File: config.mk
export PLATFORM = sky130hd
export DESIGN_NAME = cam_config_sequencer
export DESIGN_NICKNAME = d
export VERILOG_FILES = /design/src/rtl/cam_cfg_pkg.sv /design/src/rtl/cam_config_rom.sv /design/src/rtl/cam_config_sequencer.sv
export SDC_FILE = /design/constraint.sdc
export NUM_CORES = 1
export LEC_CHECK = 0
export ABC_AREA = 1
export CAP_MARGIN = 5
export CORE_ASPECT_RATIO = 1.2
export CORE_MARGIN = 2
export CORE_UTILIZATION = 34
export CTS_CLUSTER_DIAMETER = 100
export DETAILED_ROUTE_END_ITERATION = 8
export PLACE_DENSITY = 0.52
export SLEW_MARGIN = 20
export SYNTH_ARGS = -nofsm -noshare
export SYNTH_HDL_FRONTEND = slang
export SYNTH_SLANG_ARGS = --single-unit
export TNS_END_PERCENT = 20
File: constraint.sdc
create_clock -name i_clk -period 3.5 [get_ports i_clk]
set_input_delay 0.35 -clock i_clk [delete_from_list [all_inputs] [get_ports i_clk]]
set_output_delay 0.35 -clock i_clk [all_outputs]
set_load 0.02 [all_outputs]
File: src/rtl/cam_cfg_pkg.sv
// Shared types and constants for the camera configuration sequencer:
// FSM state encoding, table entry layout, marker codes and sensor registers.
package cam_cfg_pkg;

  typedef enum logic [2:0] {
    ST_IDLE   = 3'd0,
    ST_FETCH  = 3'd1,
    ST_DECODE = 3'd2,
    ST_ISSUE  = 3'd3,
    ST_WAIT   = 3'd4,
    ST_DELAY  = 3'd5,
    ST_DONE   = 3'd6,
    ST_ERROR  = 3'd7
  } cfg_state_t;

  typedef struct packed {
    logic [7:0] reg_addr;
    logic [7:0] reg_data;
  } cfg_entry_t;

  // Table markers
  localparam logic [7:0] CFG_END_REG   = 8'hFF;
  localparam logic [7:0] CFG_END_DATA  = 8'hFF;
  localparam logic [7:0] CFG_DELAY_REG = 8'hFE;

  // Sensor register addresses
  localparam logic [7:0] REG_CLKRC  = 8'h11;
  localparam logic [7:0] REG_COM7   = 8'h12;
  localparam logic [7:0] REG_COM15  = 8'h40;
  localparam logic [7:0] REG_RGB444 = 8'h8C;

  // Sensor register values used by the default table
  localparam logic [7:0] COM7_RESET      = 8'h80;
  localparam logic [7:0] COM7_QVGA_RGB   = 8'h14;
  localparam logic [7:0] COM15_RGB565    = 8'hD0;
  localparam logic [7:0] RGB444_OFF      = 8'h00;
  localparam logic [7:0] CLKRC_DIV2      = 8'h01;
  localparam logic [7:0] RESET_SETTLE_MS = 8'd10;

  function automatic logic is_end(input cfg_entry_t e);
    return (e.reg_addr == CFG_END_REG) && (e.reg_data == CFG_END_DATA);
  endfunction

  function automatic logic is_delay(input cfg_entry_t e);
    return (e.reg_addr == CFG_DELAY_REG);
  endfunction

endpackage

File: src/rtl/cam_config_rom.sv
// Camera configuration table: synchronous read, one cycle from index to entry.
// Unlisted slots read as END so a short table never runs into garbage.
module cam_config_rom
  import cam_cfg_pkg::*;
#(
  parameter int ROM_AW = 6
) (
  input  logic              clk,
  input  logic              reset,
  input  logic [ROM_AW-1:0] index,
  output logic [15:0]       entry
);

  logic [15:0] rom_word_s;

  // Table contents: sensor soft reset, settle delay, RGB565/QVGA setup, END.
  always_comb begin
    rom_word_s = {CFG_END_REG, CFG_END_DATA};
    case (index)
      ROM_AW'(0): rom_word_s = {REG_COM7,      COM7_RESET};
      ROM_AW'(1): rom_word_s = {CFG_DELAY_REG, RESET_SETTLE_MS};
      ROM_AW'(2): rom_word_s = {REG_CLKRC,     CLKRC_DIV2};
      ROM_AW'(3): rom_word_s = {REG_COM7,      COM7_QVGA_RGB};
      ROM_AW'(4): rom_word_s = {REG_COM15,     COM15_RGB565};
      ROM_AW'(5): rom_word_s = {REG_RGB444,    RGB444_OFF};
      ROM_AW'(6): rom_word_s = {CFG_END_REG,   CFG_END_DATA};
      default:    rom_word_s = {CFG_END_REG,   CFG_END_DATA};
    endcase
  end

  // Registered read port.
  always_ff @(posedge clk) begin
    if (reset) begin
      entry <= 16'h0000;
    end else begin
      entry <= rom_word_s;
    end
  end

endmodule

File: src/rtl/cam_config_sequencer.sv
// Camera configuration sequencer: on request from the top-level controller,
// walks the register table, issues each write to the SCCB master, honours
// delay entries, retries NACKed writes and reports sticky done / error.
module cam_config_sequencer
  import cam_cfg_pkg::*;
#(
  parameter int CLK_FREQ_HZ = 25_000_000,
  parameter int ROM_AW      = 6,
  parameter int MAX_RETRIES = 3
) (
  input  logic              i_clk,
  input  logic              i_reset,
  input  logic              i_config_start,
  output logic              o_config_done,
  output logic              o_config_error,
  output logic              o_wr_valid,
  output logic [7:0]        o_wr_reg,
  output logic [7:0]        o_wr_data,
  input  logic              i_wr_ready,
  input  logic              i_wr_done,
  input  logic              i_wr_nack,
  output logic [ROM_AW-1:0] o_rom_index
);

  // Slow test clocks still get at least one tick per millisecond.
  localparam int TICKS_PER_MS = (CLK_FREQ_HZ >= 1000) ? (CLK_FREQ_HZ / 1000) : 1;
  localparam int TW           = $clog2(TICKS_PER_MS + 1);
  localparam logic [TW-1:0]     TICK_LAST   = TW'(TICKS_PER_MS - 1);
  localparam logic [7:0]        RETRY_LIMIT = 8'(MAX_RETRIES);
  localparam logic [ROM_AW-1:0] INDEX_LAST  = {ROM_AW{1'b1}};

  cfg_state_t        state_r, state_s;
  logic [ROM_AW-1:0] index_r, index_s;
  logic [7:0]        retry_r, retry_s;
  logic [TW-1:0]     tick_r, tick_s;
  logic [7:0]        ms_r, ms_s;
  logic [7:0]        wr_reg_r, wr_reg_s;
  logic [7:0]        wr_data_r, wr_data_s;
  logic              wr_valid_r;
  logic              done_r;
  logic              error_r;
  logic              start_d_r;

  logic [15:0]       rom_word_s;
  cfg_entry_t        entry_s;
  logic              entry_end_s;

  cam_config_rom #(
    .ROM_AW (ROM_AW)
  ) u_rom (
    .clk   (i_clk),
    .reset (i_reset),
    .index (index_r),
    .entry (rom_word_s)
  );

  assign entry_s = cfg_entry_t'(rom_word_s);
  // The last slot is always END so the index can never wrap back to 0.
  assign entry_end_s = is_end(entry_s) || (index_r == INDEX_LAST);

  // Next-state and datapath update logic.
  always_comb begin
    state_s   = state_r;
    index_s   = index_r;
    retry_s   = retry_r;
    tick_s    = tick_r;
    ms_s      = ms_r;
    wr_reg_s  = wr_reg_r;
    wr_data_s = wr_data_r;
    case (state_r)
      ST_IDLE: begin
        if (i_config_start && !done_r && !error_r) begin
          state_s = ST_FETCH;
          index_s = {ROM_AW{1'b0}};
          retry_s = 8'h00;
        end else begin
          state_s = ST_IDLE;
        end
      end
      ST_FETCH: begin
        state_s = ST_DECODE;
      end
      ST_DECODE: begin
        if (entry_end_s) begin
          state_s = ST_DONE;
        end else if (is_delay(entry_s)) begin
          state_s = ST_DELAY;
          tick_s  = {TW{1'b0}};
          ms_s    = 8'h00;
        end else begin
          state_s   = ST_ISSUE;
          wr_reg_s  = entry_s.reg_addr;
          wr_data_s = entry_s.reg_data;
        end
      end
      ST_ISSUE: begin
        // A done pulse coinciding with acceptance is not ours; ignore it.
        if (i_wr_ready) begin
          state_s = ST_WAIT;
        end else begin
          state_s = ST_ISSUE;
        end
      end
      ST_WAIT: begin
        if (i_wr_done) begin
          if (!i_wr_nack) begin
            state_s = ST_FETCH;
            index_s = index_r + ROM_AW'(1);
            retry_s = 8'h00;
          end else if (retry_r < RETRY_LIMIT) begin
            state_s = ST_ISSUE;
            retry_s = retry_r + 8'd1;
          end else begin
            state_s = ST_ERROR;
          end
        end else begin
          state_s = ST_WAIT;
        end
      end
      ST_DELAY: begin
        // Entry stays valid here: the index does not move during a delay.
        if (ms_r == entry_s.reg_data) begin
          state_s = ST_FETCH;
          index_s = index_r + ROM_AW'(1);
          tick_s  = {TW{1'b0}};
          ms_s    = 8'h00;
        end else if (tick_r == TICK_LAST) begin
          tick_s = {TW{1'b0}};
          ms_s   = ms_r + 8'd1;
        end else begin
          tick_s = tick_r + TW'(1);
        end
      end
      ST_DONE: begin
        // Only a fresh rising edge of the request replays the table.
        if (i_config_start && !start_d_r) begin
          state_s = ST_FETCH;
          index_s = {ROM_AW{1'b0}};
          retry_s = 8'h00;
        end else begin
          state_s = ST_DONE;
        end
      end
      ST_ERROR: begin
        state_s = ST_ERROR;
      end
      default: begin
        state_s = ST_IDLE;
        index_s = {ROM_AW{1'b0}};
        retry_s = 8'h00;
      end
    endcase
  end

  // State, datapath and registered outputs; reset aborts any transaction.
  always_ff @(posedge i_clk) begin
    if (i_reset) begin
      state_r    <= ST_IDLE;
      index_r    <= {ROM_AW{1'b0}};
      retry_r    <= 8'h00;
      tick_r     <= {TW{1'b0}};
      ms_r       <= 8'h00;
      wr_reg_r   <= 8'h00;
      wr_data_r  <= 8'h00;
      wr_valid_r <= 1'b0;
      done_r     <= 1'b0;
      error_r    <= 1'b0;
      start_d_r  <= 1'b0;
    end else begin
      state_r    <= state_s;
      index_r    <= index_s;
      retry_r    <= retry_s;
      tick_r     <= tick_s;
      ms_r       <= ms_s;
      wr_reg_r   <= wr_reg_s;
      wr_data_r  <= wr_data_s;
      wr_valid_r <= (state_s == ST_ISSUE);
      done_r     <= (state_s == ST_DONE);
      error_r    <= (state_s == ST_ERROR);
      start_d_r  <= i_config_start;
    end
  end

  assign o_config_done  = done_r;
  assign o_config_error = error_r;
  assign o_wr_valid     = wr_valid_r;
  assign o_wr_reg       = wr_reg_r;
  assign o_wr_data      = wr_data_r;
  assign o_rom_index    = index_r;

endmodule

==> metrics.txt <==
CP endpoint kind flip-flop; minimum clock period roughly 2400 ps; cts hold-fix bufs 0; Die Y-Extent 116 um; Clock Sinks 66; drc violations 0; synth warn 0; post-route ant nets 0; final slew viol count 0; leakage power 1.74 nW; slew margin rel. 35.1%; Mapped Cells 549; area grow syn2layout 18.5%; initial core utilization roughly a third; synth unique cells 33; DP Wirelength ~6.6 mm; area of the die ~11,000 um2; Synth area leader dfxtp_1; width of the die just under 100 um; clk slew on worst S/H paths around 50 ps; CTS root buffer clkbuf_16; fraction of layout instances using a drive strength above 1 around 6.8%; core area just over 10,000 um2; cell area after synthesis ~3600 um2; endpoints failing hold 0; Top reg by flops tick_r; RD Place Congestion just under 0.9; Hold Path Class reg2reg; Sequential Power Share 36.3%; PortBufs 30; worst-margin pin slew 973 ps; number of global-route vias before repair ~3,200; net count of the mapped netlist 562; grt ovf 0; vias per cell slightly below 5; Largest register FFs 15; clock network fraction of total power between 30% and 40%; max_cap viols 0; I/O pins 31; Critical Path Source Type flip-flop; Crit Path Max Fanout 13; H-tree depth 3; drt wl/cell roughly 13 um; Seq/Total Area, Yosys between 30% and 40%; nets slightly below 600; DRT iter0 DRCs 143; Tcrit/Tclk final between 60 and 70%; Psw around 0.00096 W; Max Clock Freq around 420 MHz; post-synthesis register bit count between 60 and 70; Comb pwr share ~30%; iteration count of the initial detailed-routing pass 4; CTS Buffer Depth 2; first-pass GRT wire length between 15 and 20 mm; PwrDens 642 nW/um2; Post-Place Worst Slack a little over 1000 ps; Top Registers tick_r: 15 flops, u_rom.entry: 11 flops; post_cts resized 0; P_int around 0.0018 W; status completed; area share of the largest cell type after synthesis roughly 37%; Via Count about 3,400; setup TNS 0 ps; worst setup path category reg2reg; Worst VDD drop roughly 0.28 mV; Clock Skews a little over 8 ps; Clock Latency Late Sink 330 ps; PnR worst setup slack 1100 ps; RSZ-0062 raised after global routing false; sw frac approximately 35%; most area-consuming cells after synthesis dfxtp_1 (37%), nand2_1 (13%), nor2_1 (10%); post-synthesis area per instance 6.49 um2; TritonCTS clock tree yes; Final setup viols 0; Data arrival, critical path between 2000 and 3000 ps; Row Count 40; CP required around 3700 ps; largest net degree at the start of global routing 35; Total GRT Usage 17.1%; TritonCTS Buffers 9; postcts setup bufs 0; # diodes 0; DRT Wirelength about 9.1 mm; FILL cells 1,080; initial antenna violation count 0
==> Yosys cell counts <==
cell / instances
nor2_2: 4
nand3_1: 44
nand3b_1: 4
nand4_1: 18
buf_2: 4
nand2_2: 6
buf_4: 6
o21ai_2: 1
clkinv_1: 1
clkbuf_1: 6
buf_6: 2
nand2_1: 122
inv_2: 8
a21oi_2: 1
nand4_2: 1
nor3b_1: 2
o21a_1: 1
nand3_2: 1
o22ai_1: 1
nor3_1: 19
xnor2_1: 5
nor3_2: 1
a31oi_1: 1
a21oi_1: 24
nor2_1: 99
xor2_1: 5
o2111ai_1: 1
dfxtp_1: 66
inv_1: 63
buf_1: 1
o21ai_0: 21
ha_1: 7
o21ai_1: 3
==> through the flow <==
| step | std cells | utilization [%] | total power, W | instance area, um2 | hold slack [ps] |
|---|---|---|---|---|---|
| finish | 703 | 41.8 | 0.00271 | 4220 | 433 |
| global placement | 687 | 38.7 | 0.00180 | 3920 | 427 |
| CTS | 703 | 41.8 | 0.00275 | 4220 | 437 |
| floorplan | 549 | - | 0.00154 | 3560 | 419 |
| detailed placement | 687 | 38.7 | 0.00181 | 3920 | 428 |
| global route | 703 | 41.8 | 0.00290 | 4220 | 460 |
==> per-layer routing <==
layer | global-route usage [%] | share of wire, % | vias up
met1 | 20.2 | 46 | 1545
met2 | 30.7 | 50 | 43
li1 | - | - | 1793
met4 | 7.13 | 1.6 | 0
met3 | 3.17 | 2.6 | 10
met5 | 0 | 0 | -
==> cell type report <==
| type | count | area, um2 | share of cell area [%] |
|---|---|---|---|
| Multi-Input combinational cell | 392 | 1860 | 44.0 |
| Clock buffer | 12 | 256 | 6.07 |
| Inverter | 72 | 270 | 6.40 |
| Sequential cell | 66 | 1320 | 31.3 |
| Timing Repair Buffer | 31 | 308 | 7.29 |
| Tap cell | 126 | 158 | 3.73 |
| Clock inverter | 4 | 50.0 | 1.19 |
==> worst max-delay path: stages, from the launching register on <==
cell and delay, ps:
dfxtp_1 350, ha_1 240, nand2_1 100, nor2_2 50, nand3_1 70, nand2_1 100
inv_1 60, nand2_1 60, nor2_1 540, clkinv_1 450, nor2_1 200, nor2_1 60
==> worst paths after layout <==
check	start	end	slack, ps	cells past startpoint
worst min register to register	retry_r[6]	retry_r[6]	430	2
worst min-delay path	retry_r[6]	retry_r[6]	430	2
worst max-delay path	o_rom_index[0]	o_wr_data[7]	1100	11
worst max register to register	o_rom_index[0]	o_wr_data[7]	1100	11
==> kinds of logic after synthesis <==
logic type,after synthesis,share of synthesized area [%]
xor+xnor,10,2.46
buf+inv,91,10.8
fa+ha+maj,7,2.46
compound gates,54,8.04
flops,66,37.1
simple gates,321,39.2
==> power by group through the flow <==
| stage | Clock (W) | Sequential (W) | Combinational [W] |
|---|---|---|---|
| after floorplan | 0 | 0.00103 | 0.000518 |
| after global placement | 0 | 0.00100 | 0.000800 |
| after detailed placement | 0 | 0.00100 | 0.000803 |
| after CTS | 0.000951 | 0.000988 | 0.000807 |
| after global routing | 0.000993 | 0.00101 | 0.000905 |
| final | 0.000929 | 0.000983 | 0.000798 |
==> placed cells by master (no fill, tap or decap), types with 5 or more instances in the layout <==
cell type	instances
nand2_1	122
nor2_1	99
dfxtp_1	66
inv_1	63
nand3_1	44
clkdlybuf4s50_1	30
a21oi_1	24
o21ai_0	21
nor3_1	19
nand4_1	18
clkbuf_16	9
inv_2	8
ha_1	7
nand2_2	6
xnor2_1	5
xor2_1	5
(Power assumes the default switching activity.)
